## config.mk

```make
export PLATFORM = sky130hd
export DESIGN_NAME = tdc_meas_queue
export DESIGN_NICKNAME = d
export VERILOG_FILES = /design/src/rtl/tdc_queue_pkg.sv /design/src/rtl/tdc_sync_fifo.sv /design/src/rtl/tdc_meas_queue.sv
export SDC_FILE = /design/constraint.sdc
export NUM_CORES = 1
export LEC_CHECK = 0
export CAP_MARGIN = 10
export CORE_ASPECT_RATIO = 1.5
export CORE_MARGIN = 4
export CORE_UTILIZATION = 50
export CTS_CLUSTER_DIAMETER = 30
export DETAILED_ROUTE_END_ITERATION = 12
export PLACE_DENSITY = 0.69
export SYNTH_ARGS = -nofsm -noshare
export SYNTH_HDL_FRONTEND = slang
export SYNTH_SLANG_ARGS = --single-unit
export TNS_END_PERCENT = 5
```

## constraint.sdc

```tcl
create_clock -name clk -period 12.9 [get_ports clk]
set_clock_uncertainty 0.1 [all_clocks]
set_input_delay 2.58 -clock clk [delete_from_list [all_inputs] [get_ports clk]]
set_output_delay 2.58 -clock clk [all_outputs]
set_load 0.1 [all_outputs]
```

## src/rtl/tdc_queue_pkg.sv

```systemverilog
// Shared types and constants for the multi-channel TDC measurement queue.
// Holds the output FSM state type, busy-wait timeout and sequence tag width.
package tdc_queue_pkg;

  typedef enum logic [1:0] {
    IDLE,
    WAIT_BUSY,
    WAIT_DONE
  } tx_state_e;

  localparam int TIMEOUT_CYC = 4;
  localparam int SEQ_W       = 8;

endpackage

```

## src/rtl/tdc_sync_fifo.sv

```systemverilog
// Single-clock FIFO with fall-through head, occupancy level and full/empty.
// DEPTH must be a power of two so the pointers wrap by plain overflow.
module tdc_sync_fifo #(
  parameter int WIDTH = 8,
  parameter int DEPTH = 16
) (
  input  logic                       clk,
  input  logic                       rst,
  input  logic                       push,
  input  logic [WIDTH-1:0]           wdata,
  input  logic                       pop,
  output logic [WIDTH-1:0]           rdata,
  output logic [$clog2(DEPTH):0]     level,
  output logic                       full,
  output logic                       empty
);

  localparam int AW = $clog2(DEPTH);

  logic [WIDTH-1:0] mem_q [DEPTH];
  logic [AW-1:0]    wr_ptr_q, wr_ptr_d;
  logic [AW-1:0]    rd_ptr_q, rd_ptr_d;
  logic [AW:0]      level_q, level_d;
  logic             push_ok, pop_ok;

  assign full    = (level_q == (AW+1)'(DEPTH));
  assign empty   = (level_q == '0);
  assign push_ok = push && !full;
  assign pop_ok  = pop && !empty;
  assign rdata   = mem_q[rd_ptr_q];
  assign level   = level_q;

  always_comb begin
    wr_ptr_d = wr_ptr_q;
    rd_ptr_d = rd_ptr_q;
    level_d  = level_q;
    if (push_ok) wr_ptr_d = wr_ptr_q + 1'b1;
    if (pop_ok)  rd_ptr_d = rd_ptr_q + 1'b1;
    if (push_ok && !pop_ok)      level_d = level_q + 1'b1;
    else if (pop_ok && !push_ok) level_d = level_q - 1'b1;
  end

  always_ff @(posedge clk) begin
    if (rst) begin
      wr_ptr_q <= '0;
      rd_ptr_q <= '0;
      level_q  <= '0;
    end else begin
      wr_ptr_q <= wr_ptr_d;
      rd_ptr_q <= rd_ptr_d;
      level_q  <= level_d;
    end
  end

  // storage needs no reset; level gates every read
  always_ff @(posedge clk) begin
    if (push_ok) mem_q[wr_ptr_q] <= wdata;
  end

endmodule

```

## src/rtl/tdc_meas_queue.sv

```systemverilog
// Per-channel capture, round-robin arbitration into a shared FIFO, UART drain.
// Define TDC_MEAS_SEQ_EN to append an 8-bit write sequence tag to each word.
module tdc_meas_queue
  import tdc_queue_pkg::*;
#(
  parameter int NUM_CH = 4,
  parameter int MEAS_W = 40,
  parameter int DEPTH  = 16,
  parameter int DROP_W = 8,
  localparam int CH_BITS = (NUM_CH > 1) ? $clog2(NUM_CH) : 1,
`ifdef TDC_MEAS_SEQ_EN
  localparam int OUT_W = CH_BITS + MEAS_W + SEQ_W
`else
  localparam int OUT_W = CH_BITS + MEAS_W
`endif
) (
  input  logic                     clk,
  input  logic                     rst,
  input  logic [NUM_CH-1:0]        meas_valid,
  input  logic [NUM_CH*MEAS_W-1:0] measurement,
  output logic [OUT_W-1:0]         tx_data,
  output logic                     tx_start,
  input  logic                     tx_busy,
  output logic [$clog2(DEPTH):0]   fifo_level,
  output logic                     fifo_full,
  output logic [NUM_CH*DROP_W-1:0] drop_cnt
);

  localparam int TO_W = $clog2(TIMEOUT_CYC);

  logic [NUM_CH-1:0]  pend_q, pend_d;
  logic [MEAS_W-1:0]  word_q [NUM_CH];
  logic [MEAS_W-1:0]  word_d [NUM_CH];
  logic [DROP_W-1:0]  drop_q [NUM_CH];
  logic [DROP_W-1:0]  drop_d [NUM_CH];
  logic [CH_BITS-1:0] ptr_q, ptr_d;

  logic               gnt_vld;
  logic [CH_BITS-1:0] gnt_idx;
  logic [NUM_CH-1:0]  gnt_oh;

  logic [OUT_W-1:0]   push_data, head;
  logic               fifo_pop, fifo_empty;

  tx_state_e          state_q, state_d;
  logic [TO_W-1:0]    wcnt_q, wcnt_d;
  logic [OUT_W-1:0]   tx_data_q, tx_data_d;
  logic               tx_start_q, tx_start_d;

  // first pending channel at or after ptr_q, wrapping
  always_comb begin
    int c;
    logic [CH_BITS-1:0] cidx;
    gnt_vld = 1'b0;
    gnt_idx = '0;
    gnt_oh  = '0;
    for (int k = 0; k < NUM_CH; k++) begin
      c = int'(ptr_q) + k;
      if (c >= NUM_CH) c = c - NUM_CH;
      cidx = CH_BITS'(c);
      if (!gnt_vld && pend_q[cidx] && !fifo_full) begin
        gnt_vld      = 1'b1;
        gnt_idx      = cidx;
        gnt_oh[cidx] = 1'b1;
      end
    end
  end

  always_comb begin
    ptr_d = ptr_q;
    if (gnt_vld) begin
      if (gnt_idx == CH_BITS'(NUM_CH-1)) ptr_d = '0;
      else                               ptr_d = gnt_idx + 1'b1;
    end
  end

  always_comb begin
    for (int i = 0; i < NUM_CH; i++) begin
      pend_d[i] = pend_q[i];
      word_d[i] = word_q[i];
      drop_d[i] = drop_q[i];
      if (gnt_oh[i]) pend_d[i] = 1'b0;
      if (meas_valid[i]) begin
        if (!pend_q[i] || gnt_oh[i]) begin
          word_d[i] = measurement[i*MEAS_W +: MEAS_W];
          pend_d[i] = 1'b1;
        end else if (drop_q[i] != '1) begin
          drop_d[i] = drop_q[i] + 1'b1;
        end
      end
    end
  end

`ifdef TDC_MEAS_SEQ_EN
  logic [SEQ_W-1:0] seq_q, seq_d;

  always_comb begin
    seq_d = seq_q;
    if (gnt_vld) seq_d = seq_q + 1'b1;
  end

  always_ff @(posedge clk) begin
    if (rst) seq_q <= '0;
    else     seq_q <= seq_d;
  end

  assign push_data = {gnt_idx, word_q[gnt_idx], seq_q};
`else
  assign push_data = {gnt_idx, word_q[gnt_idx]};
`endif

  tdc_sync_fifo #(
    .WIDTH (OUT_W),
    .DEPTH (DEPTH)
  ) u_fifo (
    .clk   (clk),
    .rst   (rst),
    .push  (gnt_vld),
    .wdata (push_data),
    .pop   (fifo_pop),
    .rdata (head),
    .level (fifo_level),
    .full  (fifo_full),
    .empty (fifo_empty)
  );

  always_comb begin
    state_d    = state_q;
    wcnt_d     = wcnt_q;
    tx_data_d  = tx_data_q;
    tx_start_d = 1'b0;
    fifo_pop   = 1'b0;
    unique case (state_q)
      IDLE: begin
        if (!fifo_empty && !tx_busy) begin
          fifo_pop   = 1'b1;
          tx_data_d  = head;
          tx_start_d = 1'b1;
          wcnt_d     = '0;
          state_d    = WAIT_BUSY;
        end
      end
      WAIT_BUSY: begin
        // a UART that never raises busy still releases the word
        if (tx_busy)                             state_d = WAIT_DONE;
        else if (wcnt_q == TO_W'(TIMEOUT_CYC-1)) state_d = IDLE;
        else                                     wcnt_d  = wcnt_q + 1'b1;
      end
      WAIT_DONE: begin
        if (!tx_busy) state_d = IDLE;
      end
      default: state_d = IDLE;
    endcase
  end

  always_ff @(posedge clk) begin
    if (rst) begin
      pend_q     <= '0;
      ptr_q      <= '0;
      state_q    <= IDLE;
      wcnt_q     <= '0;
      tx_data_q  <= '0;
      tx_start_q <= 1'b0;
      for (int i = 0; i < NUM_CH; i++) begin
        word_q[i] <= '0;
        drop_q[i] <= '0;
      end
    end else begin
      pend_q     <= pend_d;
      ptr_q      <= ptr_d;
      state_q    <= state_d;
      wcnt_q     <= wcnt_d;
      tx_data_q  <= tx_data_d;
      tx_start_q <= tx_start_d;
      word_q     <= word_d;
      drop_q     <= drop_d;
    end
  end

  assign tx_data  = tx_data_q;
  assign tx_start = tx_start_q;

  for (genvar g = 0; g < NUM_CH; g++) begin : g_drop
    assign drop_cnt[g*DROP_W +: DROP_W] = drop_q[g];
  end

endmodule

```

; After elaboration in Yosys (flattened, before gate mapping)
; Memory sizes are Yosys's and may differ from the RTL's. A register that Yosys moved wholly into a read port is not among the register bits.
; Cells that the tools add are included.
[word_totals]
input_bits = 167
ram_bits = 672
regBits = 216
rom_bits = 0
latch_bits = 0
output_inout_bits = 81
word_cells = 179
n_memories = 1
[mem_list]
columns = name, words, word_bits, rd, rd_ports_with_merged_regs, wr, line
row1 = u_fifo.mem_q, 16, 42, 1, 1, 1, tdc_sync_fifo.sv:20  ; logic [WIDTH-1:0] mem_q [DEPTH];
[classes]
div = 0
n_mul = 0
mux = 63
reduce_logical = 47
magnitude_cmp = 13
n_bitwise = 8
shift = 0
eq_ne = 14
add_sub_neg = 17
[op_table]
columns = op, n
row1 = $bmux W40 S2, 1
row2 = $mux W40, 2
row3 = $add A8 B1 Y8 const B, 4
row4 = $mux W2, 16
row5 = $ne A8 B8 Y1 const B, 4
row6 = $mux W1, 28
row7 = $logic_and A1 B1 Y1, 16
row8 = $mux W4, 4
row9 = $reduce_and A3 Y1, 5
row10 = $ge A3 B3 Y1 const B, 4
row11 = $logic_not A1 Y1, 12
row12 = $lt A2 B3 Y1 const B, 4
row13 = $or A4 B4 Y4, 3
row14 = $mux W5, 2
row15 = $reduce_and A2 Y1, 5
row16 = $add A4 B1 Y4 const B, 2
row17 = $bmux W1 S2, 4
row18 = $demux W1 S2, 4
row19 = $ge A2 B1 Y1 const B, 4
row20 = $ne A2 B2 Y1 const B, 4
row21 = $sub A2 B1 Y2 const B, 4
row22 = $add A2 B2 Y3 const B, 2
row23 = $eq A2 B2 Y1 const B, 3
row24 = $pmux W2 S3, 1
row25 = other kinds (16), 24

; Depth between registers and ports, before layout
; Gate-level depths: netlist of run 1.
[logic_depth]
depth_word = 23
mapped_depth = 14
ltp_nobuf = 13

; By module
; From an unflattened synthesis of run 1, not the netlist that was laid out.
[unflattened]
cells_unflattened = 2205
area_unflattened_um2 = 36830.3
[modules_own_cells]
columns = mod, area_each_um2, instances, cells_each
row1 = tdc_sync_fifo, 26018.7, 1, 1138
row2 = tdc_meas_queue, 10811.6, 1, 1067

; Worst setup path before layout of run 1
; Ideal clock, no wire load.
[synth_path]
kind = register -> register
start = register u_fifo.level_q[0] (netlist: u_fifo.level[0])
end = memory u_fifo.mem_q[3][0] (netlist bit), enable pin
setup_slack_ns = 7.058
path_stages_with_launch = 8
path_buffers = 2
synth_period_minus_slack_ns = 5.842
arrival_time_ns = 5.249
path_cell_list = dfxtp_1 > nor4_1 > nand2_1 > clkbuf_1 > o31a_1 > clkbuf_1 > nand2_1 > nor3_1
[synth_between]
elab_chain_cells = 19
[synth_rtl]
columns = item, line
row1 = "start, declared", tdc_sync_fifo.sv:23  ; logic [AW:0] level_q, level_d;
row2 = "start signal, assigned", tdc_sync_fifo.sv:51  ; level_q <= level_d;
row3 = $eq A5 B5 Y1 (*), tdc_sync_fifo.sv:26  ; assign full = (level_q == (AW+1)'(DEPTH));
row4 = $logic_not A1 Y1 (*), "tdc_sync_fifo.sv:28, tdc_meas_queue.sv:61"
row5 = $logic_and A1 B1 Y1, tdc_meas_queue.sv:61  ; if (!gnt_vld && pend_q[cidx] && !fifo_full) begin
row6 = $mux W1, tdc_meas_queue.sv:61
row7 = $logic_not A1 Y1, tdc_meas_queue.sv:61
row8 = $logic_and A1 B1 Y1 (2 in a row), tdc_meas_queue.sv:61
row9 = $mux W1, tdc_meas_queue.sv:61
row10 = $logic_not A1 Y1, tdc_meas_queue.sv:61
row11 = $logic_and A1 B1 Y1 (2 in a row), tdc_meas_queue.sv:61
row12 = $mux W1, tdc_meas_queue.sv:61
row13 = $logic_not A1 Y1, tdc_meas_queue.sv:61
row14 = $logic_and A1 B1 Y1 (2 in a row), tdc_meas_queue.sv:61
row15 = $mux W1, tdc_meas_queue.sv:61
row16 = $logic_and A1 B1 Y1 (*), tdc_sync_fifo.sv:28  ; assign push_ok = push && !full;
row17 = named net u_fifo.push_ok, tdc_sync_fifo.sv:24  ; logic push_ok, pop_ok;
row18 = $mux W1 (*), tdc_sync_fifo.sv:57  ; if (push_ok) mem_q[wr_ptr_q] <= wdata;
row19 = $mux W1 (not written as such) (*), tdc_sync_fifo.sv:57
row20 = "end, declared", tdc_sync_fifo.sv:20
; Mark *: on every way through the listed nets, which the timed path passes. The rest lies on a longest branch.

; Worst setup path after layout of run 1
[layout_path]
start = register u_fifo.level_q[1] (netlist: u_fifo.level[1])
end = output port fifo_full
[layout_between]
elab_chain_cells = 1
[layout_rtl]
columns = item, line
row1 = $eq A5 B5 Y1, tdc_sync_fifo.sv:26
row2 = "end, declared", tdc_meas_queue.sv:25  ; output logic fifo_full,
; Every way passes these cells.

==> run metrics, run 1 <==
status complete, no violations; Switching Share 0.3125; Initial Utilization 0.5066; most area-hungry cell type in the Yosys netlist edfxtp_1; Root Buffer clkbuf_16; top cells by count, synth edfxtp_1, nand2_1, dfxtp_1; HPWL after DPL between 50000 and 60000 µm; drt total wl roughly 96000 µm; crit share post-route 0.4954; maximum clock path buffer count 3; asr flop ratio synth 0; Net Switching roughly 0.0033 W; Yosys top cell area share 0.5283; Most used DFF post-synth edfxtp_1; Post-Syn Area roughly 38000 µm²; Global Route Usage Sum 0.2380; Worst VDD drop 164.0 µV; Worst-Skew Late Latency approximately 0.69 ns; Setup Fix Bufs, Post-CTS 0; placed instance area about 42000 µm²; number of diodes 0; initial antenna violation count 2; global-route wire length before repair 146900 µm; # rows roughly 120; register share of total power 0.383; WS Path Type flip-flop to primary output; Sink Count between 900 and 1000; grt total ovfl 0; power per standard cell area approximately 230 nW/µm²; vias in the first global route 23902; Clock Power Share 0.354; Min Clock Period, post-route 6.390 ns; WHS Path Cells 2; post-synth net total 2634; Fin Setup TNS 0 ns; r2r startpoint pend_q[2]; mux cell area share after synthesis 0.1939; Critical Path Sink Type primary output; R2R cell count 9; reg-to-reg endpoint u_fifo.mem_q[5][37]; die footprint about 81000 µm²; Vias/cell roughly 6.0; Vias ~23000; Gate power share 0.263; P_leak between 15 and 20 nW; clock slew at reported path FFs about 0.05 ns; RSZ-0062 raised after global routing false; post-CTS sizing 0; Area Growth Syn to Fin 22.06%; # hold bufs at CTS 0; fill count ~5500; Critical path origin u_fifo.level[1]; Chip Height about 350 µm; PortBufs ~250; Core Area roughly 75000 µm²; number of synthesized flops with an enable pin approximately 670; fin nets 2901; routability cong. a little under 0.8; drt first pass iters 5; DRC Markers 0; final setup fails 0; Slew Limit Fails 0; die width ~230 µm; Max Cap Viol 0; CTS buffer count roughly 130; min-delay src tx_data[8]; largest cells by area after synthesis edfxtp_1, dfxtp_1, mux4_2, mux2i_1, nand2_1; Yosys reg bits between 900 and 1000; count leader, synth edfxtp_1; Synth Warn # 0; CTS tree yes; Syn Inst Count 2448; final hold viol count 0; Non-Filler Cell Area, Final about 47000 µm²; Netlist cell types 64; Post-Synth XOR/XNOR Area 0.002293; largest family of logic cells by synthesized area multiplexers; syn avg cell area about 16 µm²; Hold Path End tx_data[8]; DR WL/cell roughly 25 µm; Post-Synth Adder-Cell Area 0.006420; share of layout cells above drive strength 1 0.1989; fmax approximately 0.16 GHz; Worst-Margin Slew 1.201 ns; Max FO, Critical Path 15; Seq/Total Area, Yosys 0.6635; I/O Pins 248; Pint a little over 0.007 W; R2R setup slack around 7.6 ns; largest net degree at the start of global routing between 100 and 150; area fraction in compound gates after synthesis 0.04592; footprint of the multi-input gates approximately 12000 µm²; crit path DAT between 3 and 4 ns; Rel. slew slack 0.1763; H-tree levels 4; Post-Synth Simple-Gate Area 0.06728; Register Area about 25000 µm²; Worst setup SP type flip-flop; CP required 10.22 ns; Final ANT Viol Nets 0; Min-Delay Path Class flip-flop to flip-flop; DRT iter0 DRCs approximately 2400
-- cell families (layout without fill, tap and decap cells) --
group                      Yosys count  after routing
xor gates and xnor gates            10             10
muxes                              471            471
adders and majority gates           19             19
buffers and inverters              201            578
and+or+nand+nor                    570            570
AOI/OAI and AO/OA                  247            247
DFF                                930            930
-- layer usage --
layer  global-route usage  part of all wire  up-vias  wire, µm
met1               0.3172              0.39    11797     37880
met4              0.07231             0.025        4      2384
li1                     -                 -    10109         -
met5                    0           0.00028        -        27
met3              0.04416             0.069      169      6644
met2               0.4003              0.51      984     49450
-- state kept, by name (all words and copies together) (netlist names), named ones only --
signal           flops
word_q             160
state_q              2
ptr_q                1
wcnt_q               2
tx_data             42
pend_q               4
tx_start             1
u_fifo.rd_ptr_q      4
u_fifo.wr_ptr_q      4
u_fifo.mem_q       672
drop_cnt            32
u_fifo.level         5
-- through the flow --
stage,hold slack [ns],std cells,power (W),setup WS [ns],util
after CTS,0.3526,3808,0.01058,6.478,0.6162
after detailed placement,0.3462,3562,0.006833,6.589,0.5542
final,0.3506,3825,0.01055,6.510,0.6183
after global routing,0.3714,3825,0.01096,6.379,0.6183
after global placement,0.3421,3562,0.006736,6.613,0.5542
after floorplan,0.3341,2448,0.005983,7.058,-
-- cell type report --
class                      count  area share
sequential                   930      0.5439
multi-input combinational   1317      0.2636
clock buffer                 156     0.07726
timing repair buffer         311     0.06352
tap                         1000     0.02684
clock inverter                90     0.02305
inverter                      21    0.001852
-- worst max-delay path: stages (launching register included) --
cell and delay (ns):
dfxtp_1 0.37, nor4_1 0.65, nand2_1 0.53, inv_1 0.26, clkdlybuf4s50_1 1.21
-- placed cells by master (no fill, tap or decap), types with 21 or more instances in the layout --
master	instances
a21oi_1	60
a31oi_1	46
a41oi_1	41
buf_4	63
clkbuf_16	139
clkdlybuf4s50_1	245
dfxtp_1	254
edfxtp_1	672
mux2i_1	237
mux4_2	214
nand2_1	280
nand2b_1	47
nand3_1	59
nor2_1	83
nor2b_1	21
o221ai_1	40
-- how the worst max path moves through the flow --
stage,slack (ns),cells past startpoint,endpoint
after floorplan,7.06,7,u_fifo.mem_q[3][0]
after global placement,6.61,15,u_fifo.level[4]
after detailed placement,6.59,15,u_fifo.level[4]
after CTS,6.48,4,fifo_full
after global routing,6.38,4,fifo_full
final,6.51,4,fifo_full
-- power by group through the flow --
stage / clock [W] / sequential (W) / combinational (W)
2_1_floorplan: 0 / 0.00436 / 0.00163
3_3_place_gp: 0 / 0.00407 / 0.00266
3_5_place_dp: 0 / 0.00410 / 0.00273
4_1_cts: 0.00378 / 0.00405 / 0.00274
5_1_grt: 0.00393 / 0.00407 / 0.00296
6_report: 0.00374 / 0.00404 / 0.00278
No activity file was read; power rests on OpenSTA's default activity.
==> inputs of run 2 (changes only) <==
==> constraint.sdc (replaced) <==
create_clock -name clk -period 6.65 [get_ports clk]
set_clock_uncertainty 0.1 [all_clocks]
set_input_delay 1.33 -clock clk [delete_from_list [all_inputs] [get_ports clk]]
set_output_delay 1.33 -clock clk [all_outputs]
set_load 0.1 [all_outputs]
==> run 2 against run 1 <==
Net effect: register-to-register slack got worse by 6.1 ns; hold slack improved by 0.0030 ns; first-iteration DRC count shrank 1.4%; total power rose by 90%; non-clock buffer count down 9; sequential share of layout area grew 0.38 points; core utilization is 0.43 points lower; via count up 0.36%.
==> run metrics, run 2 (synthesis results as in run 1) <==
status complete, no violations; global-route wire length before repair approximately 150000 µm; largest net degree at the start of global routing between 150 and 200; Non-Filler Cell Area, Final 46300 µm²; WS Path Type flip-flop to flip-flop; Sink Count between 900 and 1000; placed instance area ~42000 µm²; # hold bufs at CTS 0; maximum clock path buffer count 3; H-tree levels 4; Core Area 75410 µm²; DRC Markers 0; Global Route Usage Sum 0.2479; die width between 200 and 250 µm; R2R setup slack around 1.4 ns; most frequent cells in the layout edfxtp_1, nand2_1, dfxtp_1, clkdlybuf4s50_1, mux2i_1; crit share post-route 0.7846; drt first pass iters 5; RSZ-0062 raised after global routing false; final hold viol count 0; Vias/cell approximately 6; Worst-Skew Late Latency approximately 0.71 ns; # rows ~120; Critical Path Sink Type flip-flop; crit path DAT 5.44 ns; Fin Setup TNS 0 ns; power per standard cell area around 430 nW/µm²; post-CTS sizing 0; CTS buffer count 130; Worst VDD drop 290.1 µV; Rel. slew slack 0.1825; Max FO, Critical Path 27; final worst slack approximately 1.4 ns; R2R cell count 10; Chip Height between 300 and 400 µm; Worst-Margin Slew roughly 1.2 ns; Min-Delay Path Class flip-flop to flip-flop; pre-CTS WS 1.477 ns; fmax between 0.15 and 0.2 GHz; HPWL after DPL between 50000 and 60000 µm; Overall Power 0.02007 W; clock slew at reported path FFs approximately 0.05 ns; Max Cap Viol 0; Vias between 20000 and 25000; grt total ovfl 0; CP endpoint u_fifo.mem_q[3][31]; Setup Fix Bufs, Post-CTS 0; DR WL/cell about 26 µm; initial antenna violation count 2; routability cong. between 0.8 and 0.9; I/O Pins about 250; most flop-heavy register u_fifo.mem_q; share of layout cells above drive strength 1 0.1869; drt total wl 99700 µm; Initial Utilization 0.5066; final setup fails 0; fill count around 5600; CP required roughly 6.9 ns; PortBufs 247; Slew Limit Fails 0; Area Growth Syn to Fin 21.20%; Worst setup SP type flip-flop; number of diodes 0; Root Buffer clkbuf_16; Min Clock Period, post-route ~5.2 ns; most common cell after layout, fill and taps aside edfxtp_1; fin nets 2888; P_leak 15.88 nW; Hold WS ~0.35 ns; DRT iter0 DRCs approximately 2400; Final ANT Viol Nets 0; die footprint between 80000 and 90000 µm²; CTS tree yes; vias in the first global route 23877; reg-to-reg endpoint u_fifo.mem_q[3][31]; max reg flops ~670
==> run 2: changes by cell type in the layout (fill, tap and decap cells not counted), moves of 2 or more <==
cell	delta
buf_4	-11
inv_6	-2
clkbuf_1	+4
clkinvlp_4	-10
mux2i_1	+5
clkbuf_8	-3
clkbuf_16	-3
clkinv_1	+7
clkinv_8	-2
mux2i_2	-5
clkinv_4	-3
==> run 2: cell type report <==
class | instances | area, µm² | area share
repair buffers | 302 | 2904 | 0.06272
clock buffers | 154 | 3501 | 0.07562
multi-input cells | 1317 | 12270 | 0.2650
inverters | 21 | 86.33 | 0.001865
clock inverters | 79 | 925.9 | 0.02000
well taps | 1000 | 1251 | 0.02702
flip-flops and latches | 930 | 25360 | 0.5477
==> run 2: power by group <==
group / switching [W] / internal, W / leakage [nW]
Clock: 0.00256 / 0.00438 / 2.15
Combinational: 0.00328 / 0.00195 / 5.38
Sequential: 0.000393 / 0.00750 / 8.35
==> run 2: how the worst min path moves through the flow <==
stage	from	to	slack [ns]	depth (start not counted)
6_report	tx_data[40]	tx_data[40]	0.35	2
3_5_place_dp	word_q[122]	word_q[122]	0.35	2
2_1_floorplan	word_q[0]	word_q[0]	0.33	2
5_1_grt	tx_data[21]	tx_data[21]	0.37	2
3_3_place_gp	word_q[138]	word_q[138]	0.34	2
4_1_cts	tx_data[11]	tx_data[11]	0.35	2
==> run 2: critical path, stage by stage, from the launching register on <==
cell,delay [ns]
dfxtp_1,0.56
inv_1,0.25
ha_1,0.53
mux4_2,0.63
inv_1,0.15
a21o_1,0.18
o2bb2ai_1,0.16
and2_2,0.37
buf_4,0.45
buf_4,0.45
mux2i_1,0.98
==> run 2: routing by layer <==
metal	wire length (µm)	vias up	GRT usage
met3	7670	168	0.05625
met5	29	-	0
met1	37730	11842	0.3211
li1	-	10087	-
met2	51670	1045	0.4212
met4	2595	4	0.07122
==> run 2: stage by stage <==
step                      instances    util
after global placement         3561  0.5542
after detailed placement       3561  0.5542
after floorplan                2448       -
after global routing           3803  0.6140
after CTS                      3794  0.6129
final                          3803  0.6140
==> inputs of run 3 (changes only) <==
==> constraint.sdc (replaced) <==
create_clock -name clk -period 5.15 [get_ports clk]
set_clock_uncertainty 0.1 [all_clocks]
set_input_delay 1.03 -clock clk [delete_from_list [all_inputs] [get_ports clk]]
set_output_delay 1.03 -clock clk [all_outputs]
set_load 0.1 [all_outputs]
==> run 3 against run 2 <==
Net effect: sequential share of layout area is essentially flat; largest power group unchanged; register-to-register slack lost 0.92 ns; sequential power grew 29%; via count shrank 0.61%; total power grew 27%; first-iteration DRC count shrank 0.34%; core utilization is essentially flat; highest routed layer unchanged.
==> run metrics, run 3 (synthesis results as in run 1) <==
status complete, no violations; fin util 0.6139; Setup Fix Bufs, Post-CTS 0; drt total wl roughly 99000 µm; Vias/cell 6.031; Global Route Usage Sum 0.2448; Worst VDD drop approximately 400 µV; largest net degree at the start of global routing between 150 and 200; Root Buffer clkbuf_16; Sink Count 930; initial antenna violation count 2; crit path DAT roughly 4.9 ns; # rows roughly 120; Pint roughly 0.017 W; vias in the first global route about 24000; DRC Markers 0; die footprint ~80000 µm²; max reg flops between 600 and 700; power per standard cell area around 550 nW/µm²; worst path cell trace inv_1, ha_1, or3b_2, a2111o_1, nand3_1, a21oi_4, buf_4, mux2i_1, mux2i_1; most common cell after layout, fill and taps aside edfxtp_1; Clock Power Share 0.328; Worst-Margin Slew approximately 1.2 ns; RSZ-0062 raised after global routing false; crit share post-route 0.9009; Worst setup SP type flip-flop; CTS tree yes; Initial Utilization 0.5066; final setup fails 0; Worst-Skew Late Latency about 0.68 ns; routability cong. slightly below 0.9; Critical-path top delay cell mux2i_1; CTS buffer count ~120; most flop-heavy register u_fifo.mem_q; H-tree levels 3; CP required about 5.4 ns; Rel. slew slack 0.1710; final worst slack around 0.5 ns; drt first pass iters 7; global-route wire length before repair approximately 150000 µm; Critical Path Sink Type flip-flop; Net Switching ~0.008 W; WS Path Type flip-flop to flip-flop; Switching Share 0.3213; post-CTS sizing 0; I/O Pins between 200 and 250; DRT iter0 DRCs roughly 2300; Area Growth Syn to Fin 21.20%; pre-CTS WS 0.3938 ns; share of layout cells above drive strength 1 0.1951; clock slew at reported path FFs approximately 0.060 ns; Gate power share 0.270; P_leak roughly 16 nW; final hold viol count 0; Overall Power approximately 0.025 W; Core Area between 70000 and 80000 µm²; Min-Delay Path Class flip-flop to flip-flop; HPWL after DPL between 50000 and 60000 µm; number of diodes 0; Chip Height 346.5 µm; maximum clock path buffer count 3; Vias 23004; most frequent cells in the layout edfxtp_1, nand2_1, dfxtp_1, clkdlybuf4s50_1, mux2i_1; grt total ovfl 0; PortBufs roughly 250; register share of total power 0.402; Max Cap Viol 0; DR WL/cell 26.01 µm; fin nets between 2000 and 3000; Final ANT Viol Nets 0; die width 233.7 µm; most numerous cell on the critical path mux2i_1; Worst path max stage delay between 0.9 and 1 ns; Min Clock Period, post-route approximately 4.6 ns; fmax 0.2155 GHz; Hold WS between 0.3 and 0.4 ns; fill count ~5500; Slew Limit Fails 0; # hold bufs at CTS 0; Max FO, Critical Path 19
[run 3: changes by cell type in the layout (fill, tap and decap cells not counted), sizes merged]
cell and delta:
clkbuf -20, inv +18, clkdlybuf4s50 -1, bufinv -7
buf +19, clkinvlp +2
[run 3: critical path: cells and delay by family (launching register included)]
kind | cells | cell delay, ns
AOI/OAI and AO/OA | 2 | 0.74
adders and majority gates | 1 | 0.47
buffers and inverters | 2 | 0.57
DFF | 1 | 0.56
muxes | 2 | 1.06
and+or+nand+nor | 2 | 0.75
[run 3: per-layer routing]
metal | vias up | track usage | wire length [µm]
met2 | 987 | 0.4122 | 50640
met5 | - | 0 | 13
met3 | 153 | 0.04910 | 6918
met1 | 11738 | 0.3215 | 38790
met4 | 2 | 0.07753 | 2822
li1 | 10124 | - | -
[run 3: area by class of cell]
class	count	area [µm²]	share of cell area
multi-input combinational	1317	12250	0.2647
inverter	21	86.33	0.001865
clock buffer	134	3139	0.06781
sequential	930	25360	0.5478
clock inverter	92	965.9	0.02086
timing repair buffer	320	3239	0.06997
tap	1000	1251	0.02703
[run 3: path summary, 6_finish.rpt]
path                                            to         from  cells after the start  slack (ns)
worst max register to register  u_fifo.mem_q[0][2]    flip-flop                      9        0.51
worst min register to register         tx_data[30]  tx_data[30]                      2        0.35
worst max-delay path            u_fifo.mem_q[0][2]    flip-flop                      9        0.51
worst min-delay path                   tx_data[30]  tx_data[30]                      2        0.35
[run 3: per-stage QoR]
step | cell area (µm²) | std cells | setup TNS, ns
6_report | 46300 | 3814 | 0
5_1_grt | 46300 | 3814 | 0
4_1_cts | 46170 | 3798 | 0
3_5_place_dp | 42060 | 3572 | 0
3_3_place_gp | 42060 | 3572 | 0
2_1_floorplan | 38200 | 2448 | -82.67
[run 3: power by group through the flow]
stage | clock network [W] | logic (W) | registers [W]
after global placement | 0 | 0.00658 | 0.0103
after detailed placement | 0 | 0.00679 | 0.0104
after CTS | 0.00842 | 0.00681 | 0.0102
after floorplan | 0 | 0.00408 | 0.0109
after global routing | 0.00879 | 0.00731 | 0.0103
final | 0.00832 | 0.00687 | 0.0102
